`src/rtl/pipelined_ripple_adder.sv`:
```
// Pipelined ripple-carry adder/subtractor: one SEG_WIDTH-bit segment per
// stage, carry handed stage to stage through registers, valid/ready flow
// control with bubble collapse.
module pipelined_ripple_adder #(
  parameter int unsigned WIDTH     = 24,
  parameter int unsigned SEG_WIDTH = 6
) (
  input  logic             clk,
  input  logic             rst_n,
  input  logic             in_valid,
  output logic             in_ready,
  input  logic [WIDTH-1:0] a,
  input  logic [WIDTH-1:0] b,
  input  logic             carry_in,
  input  logic             sub,
  output logic             out_valid,
  input  logic             out_ready,
  output logic [WIDTH-1:0] sum,
  output logic             carry_out,
  output logic             overflow
);

  localparam int unsigned STAGES = (SEG_WIDTH == 0 || (WIDTH / SEG_WIDTH) == 0)
                                   ? 1 : WIDTH / SEG_WIDTH;
  localparam int unsigned LAST   = STAGES - 1;
  localparam int unsigned MSB    = WIDTH - 1;

  // Reject configurations where the operand does not split evenly into segments
  generate
    if (WIDTH == 0 || SEG_WIDTH == 0 || (WIDTH % SEG_WIDTH) != 0) begin : g_bad_cfg
      $error("pipelined_ripple_adder: WIDTH must be a nonzero multiple of SEG_WIDTH");
    end
  endgenerate

  // Per-stage state: operands travel whole so each stage can pick its segment
  logic             r_vld [STAGES];
  logic [WIDTH-1:0] r_sum [STAGES];
  logic [WIDTH-1:0] r_a   [STAGES];
  logic [WIDTH-1:0] r_b   [STAGES];
  logic             r_sub [STAGES];
  logic             r_cy  [STAGES];
  logic             r_ovf;

  // Next-state values presented to each stage
  logic             w_load [STAGES];
  logic             w_nvld [STAGES];
  logic [WIDTH-1:0] w_nsum [STAGES];
  logic [WIDTH-1:0] w_na   [STAGES];
  logic [WIDTH-1:0] w_nb   [STAGES];
  logic             w_nsub [STAGES];
  logic             w_ncy  [STAGES];
  logic             w_nov;

  // Load chain: a stage accepts when empty or when its occupant moves on
  always_comb begin
    for (int k = 0; k < STAGES; k++) w_load[k] = 1'b0;
    w_load[LAST] = !r_vld[LAST] || out_ready;
    for (int k = int'(LAST) - 1; k >= 0; k--) begin
      w_load[k] = !r_vld[k] || w_load[k+1];
    end
  end

  assign in_ready = w_load[0];

  // Segment adders; stage 0 takes the ports, later stages their predecessor
  always_comb begin : p_datapath
    logic [SEG_WIDTH:0]   v_add;
    logic [SEG_WIDTH-1:0] v_b;
    v_add = '0;
    v_b   = '0;
    w_nov = 1'b0;
    for (int k = 0; k < STAGES; k++) begin
      w_nvld[k] = 1'b0;
      w_nsum[k] = '0;
      w_na[k]   = '0;
      w_nb[k]   = '0;
      w_nsub[k] = 1'b0;
      w_ncy[k]  = 1'b0;
    end

    v_b   = sub ? ~b[SEG_WIDTH-1:0] : b[SEG_WIDTH-1:0];
    v_add = {1'b0, a[SEG_WIDTH-1:0]} + {1'b0, v_b} + (SEG_WIDTH+1)'(sub | carry_in);
    w_nvld[0] = in_valid;
    w_na[0]   = a;
    w_nb[0]   = b;
    w_nsub[0] = sub;
    w_nsum[0][SEG_WIDTH-1:0] = v_add[SEG_WIDTH-1:0];
    w_ncy[0]  = v_add[SEG_WIDTH];

    for (int k = 1; k < STAGES; k++) begin
      v_b   = r_sub[k-1] ? ~r_b[k-1][k*SEG_WIDTH +: SEG_WIDTH]
                         :  r_b[k-1][k*SEG_WIDTH +: SEG_WIDTH];
      v_add = {1'b0, r_a[k-1][k*SEG_WIDTH +: SEG_WIDTH]} + {1'b0, v_b}
              + (SEG_WIDTH+1)'(r_cy[k-1]);
      w_nvld[k] = r_vld[k-1];
      w_na[k]   = r_a[k-1];
      w_nb[k]   = r_b[k-1];
      w_nsub[k] = r_sub[k-1];
      w_nsum[k] = r_sum[k-1];
      w_nsum[k][k*SEG_WIDTH +: SEG_WIDTH] = v_add[SEG_WIDTH-1:0];
      w_ncy[k]  = v_add[SEG_WIDTH];
    end

    w_nov = (w_na[LAST][MSB] == (w_nb[LAST][MSB] ^ w_nsub[LAST]))
            && (w_nsum[LAST][MSB] != w_na[LAST][MSB]);
  end

  // Stage registers, cleared asynchronously so in-flight work is dropped
  always_ff @(posedge clk or negedge rst_n) begin
    if (!rst_n) begin
      for (int k = 0; k < STAGES; k++) begin
        r_vld[k] <= 1'b0;
        r_sum[k] <= '0;
        r_a[k]   <= '0;
        r_b[k]   <= '0;
        r_sub[k] <= 1'b0;
        r_cy[k]  <= 1'b0;
      end
      r_ovf <= 1'b0;
    end else begin
      for (int k = 0; k < STAGES; k++) begin
        if (w_load[k]) begin
          r_vld[k] <= w_nvld[k];
          r_sum[k] <= w_nsum[k];
          r_a[k]   <= w_na[k];
          r_b[k]   <= w_nb[k];
          r_sub[k] <= w_nsub[k];
          r_cy[k]  <= w_ncy[k];
        end
      end
      if (w_load[LAST]) r_ovf <= w_nov;
    end
  end

  assign out_valid = r_vld[LAST];
  assign sum       = r_sum[LAST];
  assign carry_out = r_cy[LAST];
  assign overflow  = r_ovf;

endmodule

```
`config.mk`:
```
export PLATFORM = sky130hd
export DESIGN_NAME = pipelined_ripple_adder
export DESIGN_NICKNAME = d
export VERILOG_FILES = /design/src/rtl/pipelined_ripple_adder.sv
export SDC_FILE = /design/constraint.sdc
export NUM_CORES = 1
export LEC_CHECK = 0
export BUFFER_PORTS_ARGS = -buffer_cell sky130_fd_sc_hd__buf_4
export CORE_ASPECT_RATIO = 1.5
export CORE_UTILIZATION = 53
export DETAILED_ROUTE_END_ITERATION = 10
export PLACE_DENSITY = 0.75
export SLEW_MARGIN = 10
export SYNTH_ARGS = -nofsm -noshare
export SYNTH_HDL_FRONTEND = slang
export SYNTH_SLANG_ARGS = --single-unit
```
`constraint.sdc`:
```
create_clock -name clk -period 3.36 [get_ports clk]
set_clock_uncertainty 0.15 [all_clocks]
set_input_delay 0.336 -clock clk [delete_from_list [all_inputs] [get_ports clk]]
set_output_delay 0.336 -clock clk [all_outputs]
set_load 0.02 [all_outputs]
```
==> metrics, run 1 <==
Crit. End Element=flip-flop; critical path's top delay family=compound AO/OA/AOI/OAI gates; Post-Syn Instances=661; area delta synth->final=20.0%; Vias/cell=about 5.2; largest net degree at the start of global routing=84; I/O pin cnt=82; Cell Area, Synth=about 0.0067 mm2; Crit path required time=3470 ps; Core ar.=0.0121 mm2; drt pass-1 iters=4; antenna violations before repair=0; max incr delay on CP=500 ps; pwr/cell area=approximately 760 mW/mm2; Worst path slowest cell=dfrtp_1; DRC Markers=0; worst hold slack=12.1 ps; port bufs=between 80 and 90; Worst Setup Start Kind=flip-flop; share of post-route cells with drive strength above 1=about a fifth; path category of the worst min-delay check=input port to flip-flop; hold_buf cts=18; CP cell instances=xnor2_1 -> fa_1 -> inv_1 -> fa_1 -> a21o_1 -> a21o_1 -> a2111oi_0 -> a211oi_1; routability congestion estimate=~0.85; endpoints failing hold=0; CP Class=flip-flop to flip-flop; TritonCTS Sinks=between 100 and 150; Post-synth EDFFs=0; CP Max Fanout=8; post-CTS setup buffers=0; Final Util=66.2%; row cnt=49; final setup margin=673 ps; YS warnings=0; Peak VDD IR=approximately 0.00042 V; CTS buffer count=17; Period minus WS final=approximately 2700 ps; DIE AREA=~0.013 mm2; TritonCTS clock tree=done; average wire per standard cell=13.8 um; PnR Total Power=6100 uW; Distinct cells, synth=42; antenna violation net count after detailed routing=0; Max Slew Vio Count=0; asr flop ratio synth=100%; chip width=between 90 and 100 um; number of global-route vias before repair=4764; Seq/Total Area, Yosys=a little over half; flops & latches, synth=around 140; final-report setup violation count=0; Final nets=roughly 820; cts repair resizes=0; worst slack, placed=around 700 ps; gr usage total=21.0%; Fmax achieved=roughly 0.37 GHz; Root Buffer=clkbuf_16; status=complete, no violations; first-pass GRT wire length=about 22 mm; Buf/Inv on CP=1; crit path DAT=around 2800 ps; Leak Pwr=roughly 0.0040 uW; total inserted antenna cells=0; dominant synthesized flop cell=dfrtp_1; Tightest Pin Transition=~930 ps; worst-skew pair later-pin latency=410 ps; relative slew slack=37.5%; starting density of the core=around 55%; Net Count, Synth=around 740; Setup TNS Final=0 ps; Iteration-0 DRC Markers=208; H-Tree Level Count=4; RSZ-0062 raised after global routing=false; Avg Cell Area, Syn=10.1 um2; vias=between 4000 and 5000; total gr overflow=0; HPWL reported at the end of detailed placement=between 8 and 9 mm; Die Ht=about 140 um; final WL=12.4 mm; clk buf depth=2; Tcrit/Tclk final=between 70% and 80%; max capacitance violation total=0; clock slew at reported path FFs=60 ps
metrics by stage:
| step | instance area, um2 | instances |
|---|---|---|
| 2_1_floorplan | 6700 | 661 |
| 6_report | 8030 | 898 |
| 3_3_place_gp | 7250 | 847 |
| 3_5_place_dp | 7250 | 847 |
| 5_1_grt | 8030 | 898 |
| 4_1_cts | 8020 | 897 |
sequential cells by signal, indices dropped and copies added, names as in the netlist:
name / count
sum: 24
r_cy: 3
r_sub: 3
r_vld: 3
r_b: 36
overflow: 1
carry_out: 1
r_a: 36
out_valid: 1
r_sum: 36
placed cells by master (no fill, tap or decap), drive strengths merged, types with 3 or more instances in the layout:
master and count:
o31ai 4, dfrtp 144, nor2b 4, clkbuf 21, ha 21, fa 8, nor2 14, nor3b 4
a211oi 6, nand2 236, inv 13, buf 88, nor4b 3, xor2 24, a21o 5, xnor2 9
nand3 3, clkinv 6, o21ai 12, o21a 8, a21oi 18, dlygate4sd3 19, mux2 38, nor3 8
bufinv 3, nand2b 5
layout make-up:
class,instances,area [um2]
Clock buffer,21,450
Sequential cell,144,3600
Tap cell,153,191
Inverter,13,48.8
Fill cell,980,4110
Multi-Input combinational cell,449,2730
Timing Repair Buffer,107,867
Clock inverter,11,139
where the power goes:
part	internal, uW	total (uW)	leakage (uW)	switching, uW
combinational	804	1770	0.00199	964
sequential	2200	2480	0.00171	277
clock	1180	1860	0.000287	677
cell families after synthesis:
logic type	synth area share, %
simple gates	17.6
compound gates	6.20
xor+xnor	4.32
mux	6.39
buf+inv	5.38
fa+ha+maj	6.31
flops	53.8
cell usage after synthesis (5+ instances only):
cell type / count / area share, %
nand2_1: 235 / 13
inv_1: 13 / 0.73
a211oi_1: 6 / 0.67
xnor2_1: 9 / 1.2
buf_4: 24 / 2.7
nor3_1: 8 / 0.60
o21a_1: 8 / 0.90
mux2_2: 38 / 6.4
nor2_1: 14 / 0.78
buf_2: 6 / 0.45
nand2b_1: 5 / 0.47
o21ai_0: 12 / 0.90
ha_1: 21 / 3.9
a21o_1: 5 / 0.56
fa_1: 8 / 2.4
xor2_1: 24 / 3.1
dfrtp_1: 144 / 54
a21oi_1: 18 / 1.3
clkbuf_1: 20 / 1.1
worst paths after layout:
path / end / start / slack [ps] / cells after the start
setup / recovery: r_cy[1]$_DFFE_PN0P_ / r_sub[2]$_DFFE_PN0P_ / 670 / 8
min in group asynchronous: r_b[81]$_DFFE_PN0P_ / rst_n / 380 / 2
hold reg to reg: r_b[69]$_DFFE_PN0P_ / r_b[69]$_DFFE_PN0P_ / 320 / 2
hold / removal: r_b[95]$_DFFE_PN0P_ / b[23] / 10 / 2
max in group asynchronous: r_b[90]$_DFFE_PN0P_ / rst_n / 1860 / 3
setup reg to reg: r_cy[1]$_DFFE_PN0P_ / r_sub[2]$_DFFE_PN0P_ / 670 / 8
worst reg2reg max path: stages (launching register included):
cell,delay [ps]
dfrtp_1,500
xnor2_1,250
fa_1,220
inv_1,60
fa_1,420
a21o_1,190
a21o_1,200
a2111oi_0,450
a211oi_1,90
routing by layer:
| layer | share of wire, % | track usage [%] | vias to the layer above |
|---|---|---|---|
| li1 | - | - | 2280 |
| met1 | 43 | 26.4 | 2234 |
| met2 | 51 | 35.3 | 103 |
| met3 | 3.9 | 4.64 | 17 |
| met4 | 1.6 | 7.29 | 0 |
| met5 | 0 | 0 | - |
Power figures use the tool's default switching activity.
==> inputs of run 2 (changes only) <==
CORE_UTILIZATION = 52   (was 53)
PLACE_DENSITY = 0.76   (was 0.75)
clock period = 2.15 ns   (was 3.36 ns; I/O delays follow)
==> metrics, run 2 (synthesized netlist as in run 1, its figures left out) <==
status=finished with violations; violated checks=setup timing; Tcrit/Tclk final=106% (+26 points); met1 GRT Util=26.6% (+0.17 points); Clk network pwr share=26.6% (-3.8 points); average wire per standard cell=14.4 um (+4.7%); Worst Setup Start Kind=flip-flop; Fmax achieved=0.440 GHz (+18%); final WL=13.7 mm (+11%); relative slew slack=74.2% (+37 points); CP Class=flip-flop to flip-flop; Period minus WS final=2270 ps (-414 ps); CP cell instances=xnor2_4 -> fa_2 -> inv_2 -> fa_2 -> a21o_1 -> a21o_1 -> a2111oi_4 -> a211oi_2; reg-to-reg slack, setup=-120 ps (-800 ps); internal power=6570 uW (+57%); first-pass GRT wire length=22.7 mm (+4.5%); max incr delay on CP=440 ps (-60 ps); clk buf depth=2 (unchanged); number of global-route vias before repair=4971 (+4.3%); Leak Pwr=0.00423 uW (+6.1%); Switching Share=33.8% (+2.4 points); Buf/Inv on CP=1 (unchanged); row cnt=50 (+2.0%); gr usage total=21.8% (+0.80 points); Combinational Power Share=34.2% (+5.2 points); TritonCTS Sinks=144 (unchanged); final setup margin=-123 ps (-796 ps); RSZ-0062 raised after global routing=true; total inserted antenna cells=0 (unchanged); max capacitance violation total=0 (unchanged); area delta synth->final=30.1%; Flop pwr share=39.2% (-1.4 points); Iteration-0 DRC Markers=200 (-3.8%); worst-skew pair later-pin latency=420 ps (about the same); Fill cells=869 (-11%); routability congestion estimate=0.833 (-2.3%); final-report setup violation count=5 (+5); GRT met2 Usage=37.3% (+2.0 points); crit path DAT=2410 ps (-390 ps); starting density of the core=53.5% (-1.6 points); CTS buffer count=17 (unchanged); pwr/cell area=1140 mW/mm2 (+50%); chip width=94.7 um (+0.94%); path category of the worst min-delay check=input port to flip-flop; Root Buffer=clkbuf_16; total gr overflow=0 (unchanged); Peak VDD IR=0.000624 V (+47%); met3 usage=4.80% (+0.16 points); Crit path required time=2290 ps (-1180 ps); critical path's top delay family=compound AO/OA/AOI/OAI gates; H-Tree Level Count=4 (unchanged); vias=4903 (+5.8%); most common cell after layout, fill and taps aside=nand2_1; Vias/cell=5.17 (+0.22%); clock slew at reported path FFs=60 ps (about the same); Crit. End Element=flip-flop; Psw=3350 uW (+75%); CP Max Fanout=2 (-6); Tightest Pin Transition=382 ps (-553 ps); Final Util=69.6% (+3.4 points); Die Ht=141 um (+0.94%); Final nets=862 (+5.8%); top flop regs=r_a (36), r_b (36), r_sum (36); DRC Markers=0 (unchanged); antenna violations before repair=0 (unchanged); drt pass-1 iters=4 (unchanged); endpoints failing hold=0 (unchanged); antenna violation net count after detailed routing=0 (unchanged); DIE AREA=0.0133 mm2 (+1.9%); largest net degree at the start of global routing=48 (-43%); TritonCTS clock tree=done; port bufs=81 (unchanged); I/O pin cnt=82 (unchanged); HPWL reported at the end of detailed placement=9.21 mm (+6.5%); Setup TNS Final=-283 ps (-283 ps); Worst path slowest cell=dfrtp_2; Max Slew Vio Count=0 (unchanged); most frequent cells in the layout=235 x nand2_1, 140 x dfrtp_1, 109 x buf_4; share of post-route cells with drive strength above 1=29.2% (+8.0 points); busiest grt layer=met2; Core ar.=0.0125 mm2 (+3.1%)
-- run 2: cell types whose count changed in the layout (fill, tap and decap cells not counted), sizes merged, moves of 3 or more --
cell and delta:
bufinv -3, clkbuf -4, inv +5, buf +28, dlygate4sd3 +19
-- run 2: layout make-up --
class,count,area [um2],share of cell area (%)
clock buffers,17,425,4.88
clock inverters,15,109,1.25
inverters,13,48.8,0.560
multi-input cells,449,3030,34.8
flip-flops and latches,144,3610,41.4
well taps,156,195,2.24
repair buffers,154,1290,14.9
-- run 2: path summary, 6_finish.rpt --
check / start / endpoint / cells after the start
setup / recovery: r_b[60]$_DFFE_PN0P_ / r_cy[1]$_DFFE_PN0P_ / 8
hold / removal: a[5] / r_cy[3]$_DFFE_PN0P_ / 4
setup reg to reg: r_b[60]$_DFFE_PN0P_ / r_cy[1]$_DFFE_PN0P_ / 8
hold reg to reg: sum[0]$_DFFE_PN0P_ / sum[0]$_DFFE_PN0P_ / 2
max in group asynchronous: rst_n / r_sum[49]$_DFFE_PN0P_ / 3
min in group asynchronous: rst_n / r_a[80]$_DFFE_PN0P_ / 2
-- run 2: repair_timing --
action,4_1_cts,5_1_grt
setup endpoints to repair,10,11
endpoints found under the hold margin,181,0
setup buffers,0,7
gates resized for setup,12,29
pin swaps,3,14
hold buffers,38,0
cloned,0,0
-- run 2: per-stage QoR --
stage	instance area (um2)	hold WS (ps)	power (uW)	setup WS, ps	std cells
2_1_floorplan	6820	-231	6040	-62.0	661
3_3_place_gp	7500	-19.9	6660	-71.4	871
3_5_place_dp	7500	-17.9	6850	-178	871
4_1_cts	8470	56.2	9630	-125	941
5_1_grt	8710	70.7	10500	-195	948
6_report	8710	76.2	9920	-123	948
-- run 2: worst register-to-register path: stages (launching register included) --
cell	delay, ps
dfrtp_2	440
xnor2_4	190
fa_2	230
inv_2	40
fa_2	350
a21o_1	160
a21o_1	200
a2111oi_4	330
a211oi_2	60
-- run 2: layer usage --
layer	wire, um	share of wire, %	up-vias
met5	0	0	-
met4	259	1.9	0
met3	505	3.7	24
met2	7320	53	124
met1	5610	41	2387
li1	-	-	2368
-- run 2: power groups by stage --
stage / clock network, uW / registers, uW / logic, uW
3_5_place_dp: 0 / 3900 / 2940
3_3_place_gp: 0 / 3870 / 2790
2_1_floorplan: 0 / 3790 / 2250
6_report: 2640 / 3890 / 3390
5_1_grt: 2800 / 3980 / 3710
4_1_cts: 2680 / 3870 / 3090
==> inputs of run 3 (changes only) <==
CORE_UTILIZATION = 35   (was 52)
PLACE_DENSITY = 0.56   (was 0.76)
==> metrics, run 3 (synthesized netlist as in run 1, its figures left out) <==
starting density of the core=36.0% (-18 points); total inserted antenna cells=0 (unchanged); worst hold slack=56.5 ps (-19.7 ps); antenna violations before repair=0 (unchanged); CP Class=flip-flop to flip-flop; Root Buffer=clkbuf_16; Period minus WS final=2220 ps (-48.6 ps); I/O pin cnt=82 (unchanged); relative slew slack=67.1% (-7.1 points); violated checks=setup timing; top flop regs=r_a (36), r_b (36), r_sum (36); row cnt=61 (+22%); pwr/cell area=1130 mW/mm2 (-1.1%); clk buf depth=2 (unchanged); FF+latch area=0.00361 mm2 (unchanged); Final nets=863 (+0.12%); RSZ-0062 raised after global routing=true; antenna violation net count after detailed routing=0 (unchanged); most common cell after layout, fill and taps aside=nand2_1; Worst Hold Path Cells=4 (unchanged); Fmax achieved=0.450 GHz (+2.2%); reg-to-reg slack, setup=-70 ps (+50 ps); Die Ht=171 um (+22%); final-report setup violation count=2 (-3); chip width=115 um (+21%); worst-skew pair later-pin latency=420 ps (about the same); max capacitance violation total=0 (unchanged); crit path DAT=2360 ps (-50 ps); final setup margin=-74.4 ps (+48.6 ps); Leak Pwr=0.00425 uW (+0.44%); Worst Hold Path EP=r_cy[3]$_DFFE_PN0P_; first-pass GRT wire length=22.5 mm (-1.0%); path category of the worst min-delay check=input port to flip-flop; Peak VDD IR=0.000552 V (-12%); final WL=13.1 mm (-4.1%); H-Tree Level Count=4 (unchanged); status=finished with violations; number of global-route vias before repair=4843 (-2.6%); clock slew at reported path FFs=70 ps (about the same); HPWL reported at the end of detailed placement=9.66 mm (+4.9%); area delta synth->final=32.0%; Max Slew Vio Count=0 (unchanged); Tightest Pin Transition=493 ps (+112 ps); multi-input logic area=0.00298 mm2 (-1.7%); TritonCTS clock tree=done; total gr overflow=0 (unchanged); hold wc startpoint=a[5]; largest net degree at the start of global routing=54 (+13%); routability congestion estimate=0.764 (-8.3%); R2R Path Start=r_b[60]$_DFFE_PN0P_; DIE AREA=0.0197 mm2 (+48%); endpoints failing hold=0 (unchanged); average wire per standard cell=12.6 um (-13%); DRC Markers=0 (unchanged); CTS buffer count=17 (unchanged); vias=4670 (-4.8%); Core ar.=0.0186 mm2 (+49%); Crit. End Element=flip-flop; most frequent cells in the layout=235 x nand2_1, 140 x dfrtp_1, 109 x buf_4; PnR Total Power=9960 uW (+0.40%); TritonCTS Sinks=144 (unchanged); gr usage total=14.6% (-7.2 points); port bufs=81 (unchanged); R2R depth=8 (unchanged); FF-to-FF End=r_cy[1]$_DFFE_PN0P_; Iteration-0 DRC Markers=120 (-40%); Tcrit/Tclk final=103% (-2.3 points); drt pass-1 iters=4 (unchanged); Final Util=47.5% (-22 points); share of post-route cells with drive strength above 1=28.6% (-0.54 points); Fill cells=1788 (+110%); CP Max Fanout=2 (unchanged); Crit path required time=2290 ps (about the same); Vias/cell=4.47 (-14%); Worst Setup Start Kind=flip-flop
## run 3: worst max-delay path, stage by stage (launching register included)
cell and delay, ps:
dfrtp_2 440, xnor2_4 170, fa_2 230, inv_2 40, fa_2 340, a21o_1 160, a21o_1 200, a2111oi_4 310
a211oi_2 50
## run 3: per-layer routing
metal  track usage, %  vias up  part of all wire, %
met4             6.21        0                  1.8
met2             25.0       74                   51
met3             2.78       16                  2.7
met1             17.7     2203                   45
li1                 -     2377                    -
met5                0        -                    0
## run 3: cell type report
class                           count  share of cell area, %
Inverter                           13                  0.552
Multi-Input combinational cell    449                   33.7
Clock buffer                       17                   4.81
Timing Repair Buffer              155                   14.9
Sequential cell                   144                   40.8
Clock inverter                     15                   1.70
Tap cell                          252                   3.57
## run 3: what timing repair did
action / 4_1_cts / 5_1_grt
hold endpoints to repair: 96 / 0
gates resized for setup: 13 / 24
hold buffers: 38 / 0
setup endpoints to repair: 6 / 12
setup buffers: 3 / 1
pin swaps: 9 / 9
## run 3: worst max-delay path by stage
stage                        startpoint                    end  slack, ps
floorplan                           sub  r_sum[76]$_DFFE_PN0P_        -60
global placement               carry_in    r_cy[3]$_DFFE_PN0P_        -70
detailed placement             carry_in  r_sum[76]$_DFFE_PN0P_       -110
CTS                 r_b[60]$_DFFE_PN0P_    r_cy[1]$_DFFE_PN0P_        -80
global route        r_b[60]$_DFFE_PN0P_    r_cy[1]$_DFFE_PN0P_       -170
finish              r_b[60]$_DFFE_PN0P_    r_cy[1]$_DFFE_PN0P_        -70
## run 3: report_power, final
group	total [uW]	switching (uW)	internal, uW
combinational	3260	1670	1590
sequential	3880	446	3440
clock	2820	1200	1620
total	9960	3310	6650
## run 3: per-stage QoR
stage                     setup WS (ps)  TNS (ps)  std cells  instance area (um2)
after global routing               -170      -499       1045                 8840
final                             -74.4      -140       1045                 8840
after CTS                         -80.1      -178       1045                 8690
after global placement            -71.3      -263        973                 7680
after floorplan                   -62.0      -185        661                 6820
after detailed placement           -109      -532        973                 7680
